<file path="config.mk">
export PLATFORM = sky130hd
export DESIGN_NAME = div8_seq
export DESIGN_NICKNAME = d
export VERILOG_FILES = /design/src/rtl/div8_pkg.sv /design/src/rtl/div8_step.sv /design/src/rtl/div8_seq.sv
export SDC_FILE = /design/constraint.sdc
export NUM_CORES = 1
export LEC_CHECK = 0
export CORE_MARGIN = 10
export CORE_UTILIZATION = 50
export CTS_CLUSTER_SIZE = 14
export DETAILED_ROUTE_END_ITERATION = 6
export PLACE_DENSITY = 0.74
export SLEW_MARGIN = 20
export SYNTH_ARGS = -nofsm -noshare
export SYNTH_HDL_FRONTEND = slang
export SYNTH_SLANG_ARGS = --single-unit
</file>
<file path="constraint.sdc">
create_clock -name clk -period 7.1 [get_ports clk]
set_clock_uncertainty 0.15 [all_clocks]
set_input_delay 1.065 -clock clk [delete_from_list [all_inputs] [get_ports clk]]
set_output_delay 1.065 -clock clk [all_outputs]
set_load 0.05 [all_outputs]
</file>
<file path="src/rtl/div8_pkg.sv">
// Shared types and constants for the sequential restoring divider.
package div8_pkg;

    localparam int WIDTH = 8;

    localparam logic [WIDTH-1:0] DIV0_QUOTIENT = 8'hFF;

    typedef enum logic [1:0] {
        IDLE,
        CALC,
        DONE
    } state_e;

endpackage

</file>
<file path="src/rtl/div8_step.sv">
// One restoring-division iteration: trial-subtract the divisor from the shifted
// partial remainder and produce the new remainder and one quotient bit.
module div8_step
    import div8_pkg::*;
#(
    parameter int WIDTH = div8_pkg::WIDTH
) (
    input  logic [WIDTH-1:0] r_in,
    input  logic             d_bit,
    input  logic [WIDTH-1:0] divisor,
    output logic [WIDTH-1:0] r_out,
    output logic             q_bit
);

    logic [WIDTH:0] trial;

    always_comb begin
        // One extra bit keeps the borrow visible; r_in < divisor guarantees no overflow.
        trial = {r_in, d_bit} - {1'b0, divisor};
        q_bit = ~trial[WIDTH];
        r_out = trial[WIDTH] ? {r_in[WIDTH-2:0], d_bit} : trial[WIDTH-1:0];
    end

endmodule

</file>
<file path="src/rtl/div8_seq.sv">
// Sequential unsigned restoring divider: one quotient bit per clock, start/done
// handshake, results held in registers until the next completed division.
module div8_seq
    import div8_pkg::*;
#(
    parameter int WIDTH = div8_pkg::WIDTH
) (
    input  logic             clk,
    input  logic             rst,
    input  logic             start,
    input  logic [WIDTH-1:0] dividend,
    input  logic [WIDTH-1:0] divisor,
    output logic             ready,
    output logic             done,
    output logic [WIDTH-1:0] quotient,
    output logic [WIDTH-1:0] remainder,
    output logic             div_zero,
    output logic             Z
);

    localparam int CW = $clog2(WIDTH);

    state_e           state_q, state_d;
    logic [CW-1:0]    count_q, count_d;
    logic [WIDTH-1:0] d_q, d_d;
    logic [WIDTH-1:0] dvs_q, dvs_d;
    logic [WIDTH-1:0] r_q, r_d;
    logic [WIDTH-1:0] q_q, q_d;
    logic [WIDTH-1:0] quotient_q, quotient_d;
    logic [WIDTH-1:0] remainder_q, remainder_d;
    logic             div_zero_q, div_zero_d;
    logic             z_q, z_d;

    logic [WIDTH-1:0] step_r;
    logic             step_q;
    logic [WIDTH-1:0] q_final;

    div8_step #(.WIDTH(WIDTH)) u_step (
        .r_in    (r_q),
        .d_bit   (d_q[WIDTH-1]),
        .divisor (dvs_q),
        .r_out   (step_r),
        .q_bit   (step_q)
    );

    assign q_final = {q_q[WIDTH-2:0], step_q};

    always_comb begin
        state_d     = state_q;
        count_d     = count_q;
        d_d         = d_q;
        dvs_d       = dvs_q;
        r_d         = r_q;
        q_d         = q_q;
        quotient_d  = quotient_q;
        remainder_d = remainder_q;
        div_zero_d  = div_zero_q;
        z_d         = z_q;

        case (state_q)
            CALC: begin
                d_d     = {d_q[WIDTH-2:0], 1'b0};
                r_d     = step_r;
                q_d     = q_final;
                count_d = count_q + 1'b1;
                if (count_q == CW'(WIDTH - 1)) begin
                    state_d     = DONE;
                    quotient_d  = q_final;
                    remainder_d = step_r;
                    div_zero_d  = 1'b0;
                    z_d         = (q_final == '0);
                end
            end
            default: begin
                // IDLE and DONE both accept a new request.
                state_d = IDLE;
                if (start) begin
                    d_d   = dividend;
                    dvs_d = divisor;
                    if (divisor == '0) begin
                        state_d     = DONE;
                        quotient_d  = WIDTH'(DIV0_QUOTIENT);
                        remainder_d = dividend;
                        div_zero_d  = 1'b1;
                        z_d         = 1'b0;
                    end else begin
                        state_d = CALC;
                        count_d = '0;
                        r_d     = '0;
                        q_d     = '0;
                    end
                end
            end
        endcase
    end

    always_ff @(posedge clk) begin
        if (rst) begin
            state_q     <= IDLE;
            count_q     <= '0;
            d_q         <= '0;
            dvs_q       <= '0;
            r_q         <= '0;
            q_q         <= '0;
            quotient_q  <= '0;
            remainder_q <= '0;
            div_zero_q  <= 1'b0;
            z_q         <= 1'b0;
        end else begin
            state_q     <= state_d;
            count_q     <= count_d;
            d_q         <= d_d;
            dvs_q       <= dvs_d;
            r_q         <= r_d;
            q_q         <= q_d;
            quotient_q  <= quotient_d;
            remainder_q <= remainder_d;
            div_zero_q  <= div_zero_d;
            z_q         <= z_d;
        end
    end

    assign ready     = (state_q != CALC);
    assign done      = (state_q == DONE);
    assign quotient  = quotient_q;
    assign remainder = remainder_q;
    assign div_zero  = div_zero_q;
    assign Z         = z_q;

endmodule

</file>
==> results of run 1 <==
==> critical path, delay by kind of cell <==
kind	cells	cell delay [ps]
simple gates	4	1640
buf+inv	1	1020
compound gates	1	220
==> logic make-up after synthesis <==
kind of cell	synth area share, %
AND/OR/NAND/NOR	20.28
AO/OA/AOI/OAI	20.75
flip-flops	40.56
buffers and inverters	4.882
multiplexers	6.432
adder cells (fa/ha/maj)	5.446
XOR/XNOR	1.643
==> power by group <==
| part | switching (µW) | internal [µW] |
|---|---|---|
| Sequential | 10.7 | 317 |
| Clock | 92.3 | 75.5 |
| Combinational | 122 | 87.9 |
==> per-layer routing <==
layer / part of all wire, % / track usage, % / wire length (µm) / up-vias
met5: 0 / 0 / 0 / -
li1: - / - / - / 1186
met2: 49 / 25.58 / 3222 / 55
met1: 45 / 19.91 / 2965 / 1097
met3: 4.6 / 2.398 / 299 / 7
met4: 1.2 / 4.242 / 76 / 0
==> cell usage in the layout (no fill, tap or decap), types with 2 or more instances in the layout <==
master,Yosys,layout
a211oi_1,9,9
a211oi_2,3,3
a21o_1,5,5
a21oi_1,24,23
a21oi_2,1,2
a22oi_1,8,8
and2_1,2,2
buf_4,0,3
clkbuf_8,0,6
clkdlybuf4s50_1,0,38
dfxtp_1,54,54
ha_1,10,10
inv_1,12,12
mux2i_1,16,16
nand2_1,24,24
nand2b_1,2,2
nand3_1,14,14
nand4_1,3,3
nor2_1,39,39
nor2b_1,3,3
nor3_1,14,14
nor3b_1,2,2
nor4_1,4,4
o21a_1,3,3
o21ai_0,14,14
o32ai_1,4,4
or4_1,2,2
xnor2_1,4,4
==> state kept, by name, indices dropped and copies added (netlist names) <==
signal	cells
quotient	8
div_zero	1
count_q	3
remainder	8
dvs_q	8
q_q	7
Z	1
state_q	2
d_q	8
r_q	8
==> how the worst min path moves through the flow <==
stage	startpoint	to	slack, ps	cells past startpoint
final	dvs_q[5]	dvs_q[5]	310	2
after detailed placement	dvs_q[4]	dvs_q[4]	300	2
after CTS	dvs_q[4]	dvs_q[4]	310	2
after floorplan	dvs_q[1]	dvs_q[1]	290	2
after global routing	dvs_q[4]	dvs_q[4]	340	2
after global placement	dvs_q[1]	dvs_q[1]	300	2
==> cell type report <==
cell class	count	area, µm²	share of cell area [%]
Multi-Input combinational cell	230	1458	46.18
Sequential cell	54	1081	34.25
Timing Repair Buffer	41	402.9	12.76
Tap cell	70	87.58	2.774
Clock buffer	6	82.58	2.616
Inverter	12	45.04	1.427
==> through the flow <==
step / area (µm²) / util (%)
floorplan: 2665 / -
CTS: 3153 / 61.34
finish: 3157 / 61.42
global placement: 3070 / 59.74
global route: 3157 / 61.42
detailed placement: 3070 / 59.74
==> impl_metrics.yaml, run 1 <==
outcome:
  status: "completed"
global_route:
  grt.total_usage_pct: 15.30
  grt_max_degree: 44
  antenna_found_initial: 0
  grt_pass1_vias: 2293
  grt-ovfl-total: 0
  grt_pass1_wl_um: 11040
sta:
  period_minus_slack_ps: 3854
  setup_tns_ps: 0
  relSlewSlack_pct: 43.74
  slew_violations: 0
  fin_ws_ps: 3246
  fmax_ghz: 0.2595
  setup_viol: 0
  finalCritPeriodShare_pct: 54.29
  worst_slew_pin_slew_ps: 841.3
  rsz0062_at_grt: "false"
  hold_viol: 0
  whs_ps: 311.0
clock_tree:
  tritoncts: "yes"
  cts_setup_buffers: 0
  h-tree-depth: 2
  clk_latency_ps: 300
  clock-sinks: 54
  numCtsBuffers: 5
  clkTransAtPathRegs_ps: 90
  cts_resized: 0
  cts_hold_buf: 0
  clockBufferDepth: 2
  cts-root-buf: "clkbuf_8"
worst_setup_path:
  critPathMaxFanout: 20
  start_kind: "input pin"
  r2r_cells: 9
  reg2reg_slack_ps: 3800
  path_cells: "clkdlybuf4s50_1 > nand4_1 > nand2_1 > o21ai_0 > nor4b_1 > or3_1"
  critPathKind: "input pin to flip-flop"
  rr_endpoint: "remainder[0]"
  cp-endpoint: "remainder[0]"
  cp-end-kind: "flip-flop"
  crit_start: "start"
  worstPathArrival_ps: 3960
  worstReg2RegStart: "state_q[0]"
  worstPathRequired_ps: 7210
  cp_slowest_cell: "clkdlybuf4s50_1"
  slowest_delay_ps: 1020
placed_design:
  gp_congestion: 0.8490
  pre_cts_ws_ps: 2955
  dpl.hpwl_um: 4831
  dpl.cell_count: 407
  port_buffers: 38
synthesis:
  synth.area.top_cells: "dfxtp_1 41%, mux2i_1 6.0%, nor2_1 5.5%, ha_1 4.7%, a21oi_1 4.5%"
  postSynth.asyncResetShare_pct: 0
  synth_edf_count: 0
  synthesis.area_um2: 2665
  postSynthCellCount: 316
  synth_top_cell_area_share_pct: 40.56
  synth-main-ff-cell: "dfxtp_1"
  yosysMostFrequentCell: "dfxtp_1"
  synth_top_cell_by_area: "dfxtp_1"
  ys_ff_latch: 54
  synth_nets: 346
  yosys_warnings: 0
  ys_top_cells_by_count: "54 x dfxtp_1, 39 x nor2_1, 24 x a21oi_1, 24 x nand2_1"
  seq_area_frac_synth_pct: 40.56
  synth.avg_cell_area_um2: 8.434
  ys_types: 49
cells_and_area:
  drive_gt1_share_pct: 5.831
  num_antenna_cells: 0
  num-fill-cells: 488
  area_delta_synth_final_pct: 18.45
  nNetsFinal: 374
  final_cell_count_no_fill: 413
power_and_ir_drop:
  ir_worst_vdd_v: 0.0001409
  total_power_uw: 705.1
  p_per_area_nw_per_um2: 223.4
  p_leak_uw: 0.001213
drt:
  vias: 2345
  via_per_inst: 5.678
  drc: 0
  firstDrtPassIters: 4
  ant_nets: 0
  drt-initial-drc-count: 179
  wl_um: 6564
  wl_per_cell_um: 15.89
flow_run:
  cap_violations: 0
floorplan:
  initial_core_util_pct: 51.85
  fp.coreArea_um2: 5140
  fp-row-count: 26
  die_area_um2: 8650
  io_pins: 39
  die_y_um: 93.01
  die_width_um: 93.01
worst_hold_path:
  hp-class: "flip-flop to flip-flop"
(Power assumes the default switching activity.)
==> run 2, diff against run 1 <==
Settings changed: CORE_UTILIZATION 50 to 49, PLACE_DENSITY 0.74 to 0.76.
Clock period 7.1 ns to 3.5 ns, I/O delays scaled along.
==> impl_metrics.yaml, run 2 (same netlist as run 1, synthesis figures left out) <==
floorplan:
  fp-row-count: 26
  initial_core_util_pct: 51.20
  die_y_um: 93.75
  fp.coreArea_um2: 5205
  die_area_um2: 8789
  die_width_um: 93.75
  io_pins: 39
sta:
  worst_slew_pin_slew_ps: 584.8
  finalCritPeriodShare_pct: 84.35
  setup_viol: 0
  period_minus_slack_ps: 2952
  rsz0062_at_grt: "false"
  fmax_ghz: 0.3387
  setup_tns_ps: 0
  slew_violations: 0
  relSlewSlack_pct: 60.97
  fin_ws_ps: 547.9
  hold_viol: 0
placed_design:
  gp_congestion: 0.8299
  dpl.hpwl_um: 5023
  port_buffers: 38
  pre_cts_ws_ps: 605.7
cells_and_area:
  drive_gt1_share_pct: 7.714
  nNetsFinal: 379
  layout_commonest_cell: "dfxtp_1"
  area_delta_synth_final_pct: 20.61
  num_antenna_cells: 0
  final_cell_mix: "54 x dfxtp_1, 39 x nor2_1, 37 x clkdlybuf4s50_1"
  fin_util_pct: 61.75
worst_setup_path:
  worstPathArrival_ps: 3060
  critPathKind: "flip-flop to flip-flop"
  critPathMaxFanout: 11
  worstPathRequired_ps: 3610
  r2r_cells: 10
  cp-end-kind: "flip-flop"
  worstReg2RegStart: "d_q[7]"
  rr_endpoint: "remainder[7]"
  start_kind: "flip-flop"
  reg2reg_slack_ps: 550
global_route:
  grt-ovfl-total: 0
  grt_pass1_wl_um: 11220
  grt_max_degree: 43
  grt_pass1_vias: 2366
  antenna_found_initial: 0
  grt.total_usage_pct: 15.45
flow_run:
  cap_violations: 0
outcome:
  status: "completed"
drt:
  ant_nets: 0
  firstDrtPassIters: 4
  wl_per_cell_um: 15.92
  wl_um: 6688
  met1_length_um: 2953
  vias: 2393
  dr_wl_met2_um: 3364
  via_per_inst: 5.698
  dr_wl_met3_um: 266
  top_layer_used: "met4"
  drc: 0
  drt-initial-drc-count: 192
power_and_ir_drop:
  ir_worst_vdd_v: 0.0003065
  total_power_uw: 1500
  p_per_area_nw_per_um2: 466.6
  p_leak_uw: 0.001252
clock_tree:
  cts-root-buf: "clkbuf_8"
  clkTransAtPathRegs_ps: 90
  numCtsBuffers: 5
  cts_resized: 0
  clock-sinks: 54
  h-tree-depth: 2
  cts_hold_buf: 0
  tritoncts: "yes"
  clk_latency_ps: 300
  cts_setup_buffers: 0
  clockBufferDepth: 2
worst_hold_path:
  hp-class: "flip-flop to flip-flop"
  min_from: "dvs_q[7]"
  hold_end: "dvs_q[7]"
  worstHoldPathCells: 2
[run 2: cell type report]
type,count,area (µm²)
Fill cell,473,1991
Multi-Input combinational cell,230,1454
Sequential cell,54,1081
Timing Repair Buffer,46,437.9
Tap cell,70,87.58
Clock buffer,5,68.82
Inverter,12,45.04
Clock inverter,3,40.04
[run 2: worst max-delay path by stage]
stage | startpoint | to | slack (ps) | cells past startpoint
after floorplan | d_q[7] | r_q[6] | 1050 | 11
after global placement | d_q[7] | remainder[7] | 640 | 10
after detailed placement | d_q[7] | remainder[7] | 610 | 10
after CTS | d_q[7] | remainder[7] | 560 | 10
after global routing | d_q[7] | remainder[4] | 400 | 10
final | d_q[7] | remainder[7] | 550 | 10
[run 2: worst max-delay path, stage by stage, from the launching register on]
cell	delay [ps]
dfxtp_1	340
inv_1	90
ha_1	190
inv_1	60
fa_1	430
a211oi_2	250
nor3_2	110
mux2i_1	170
nor2_2	500
mux2i_1	370
o221a_2	240
[run 2: report_power, final]
group	internal (µW)	leakage, µW	switching (µW)
combinational	179	0.000755	249
sequential	642	0.000439	22.9
clock	211	0.0000579	196
[run 2: layer usage]
layer  GRT usage [%]  vias to the layer above
met5               0                        -
met4           4.810                        0
met3           2.798                       10
met2           26.50                       50
met1           19.00                     1129
li1                -                     1204
[run 2: per-stage QoR]
step / hold WS [ps] / instance area [µm²] / instances
floorplan: 286.3 / 2665 / 316
global placement: 295.8 / 3105 / 412
detailed placement: 300.0 / 3105 / 412
CTS: 312.3 / 3214 / 420
global route: 329.5 / 3214 / 420
finish: 308.2 / 3214 / 420
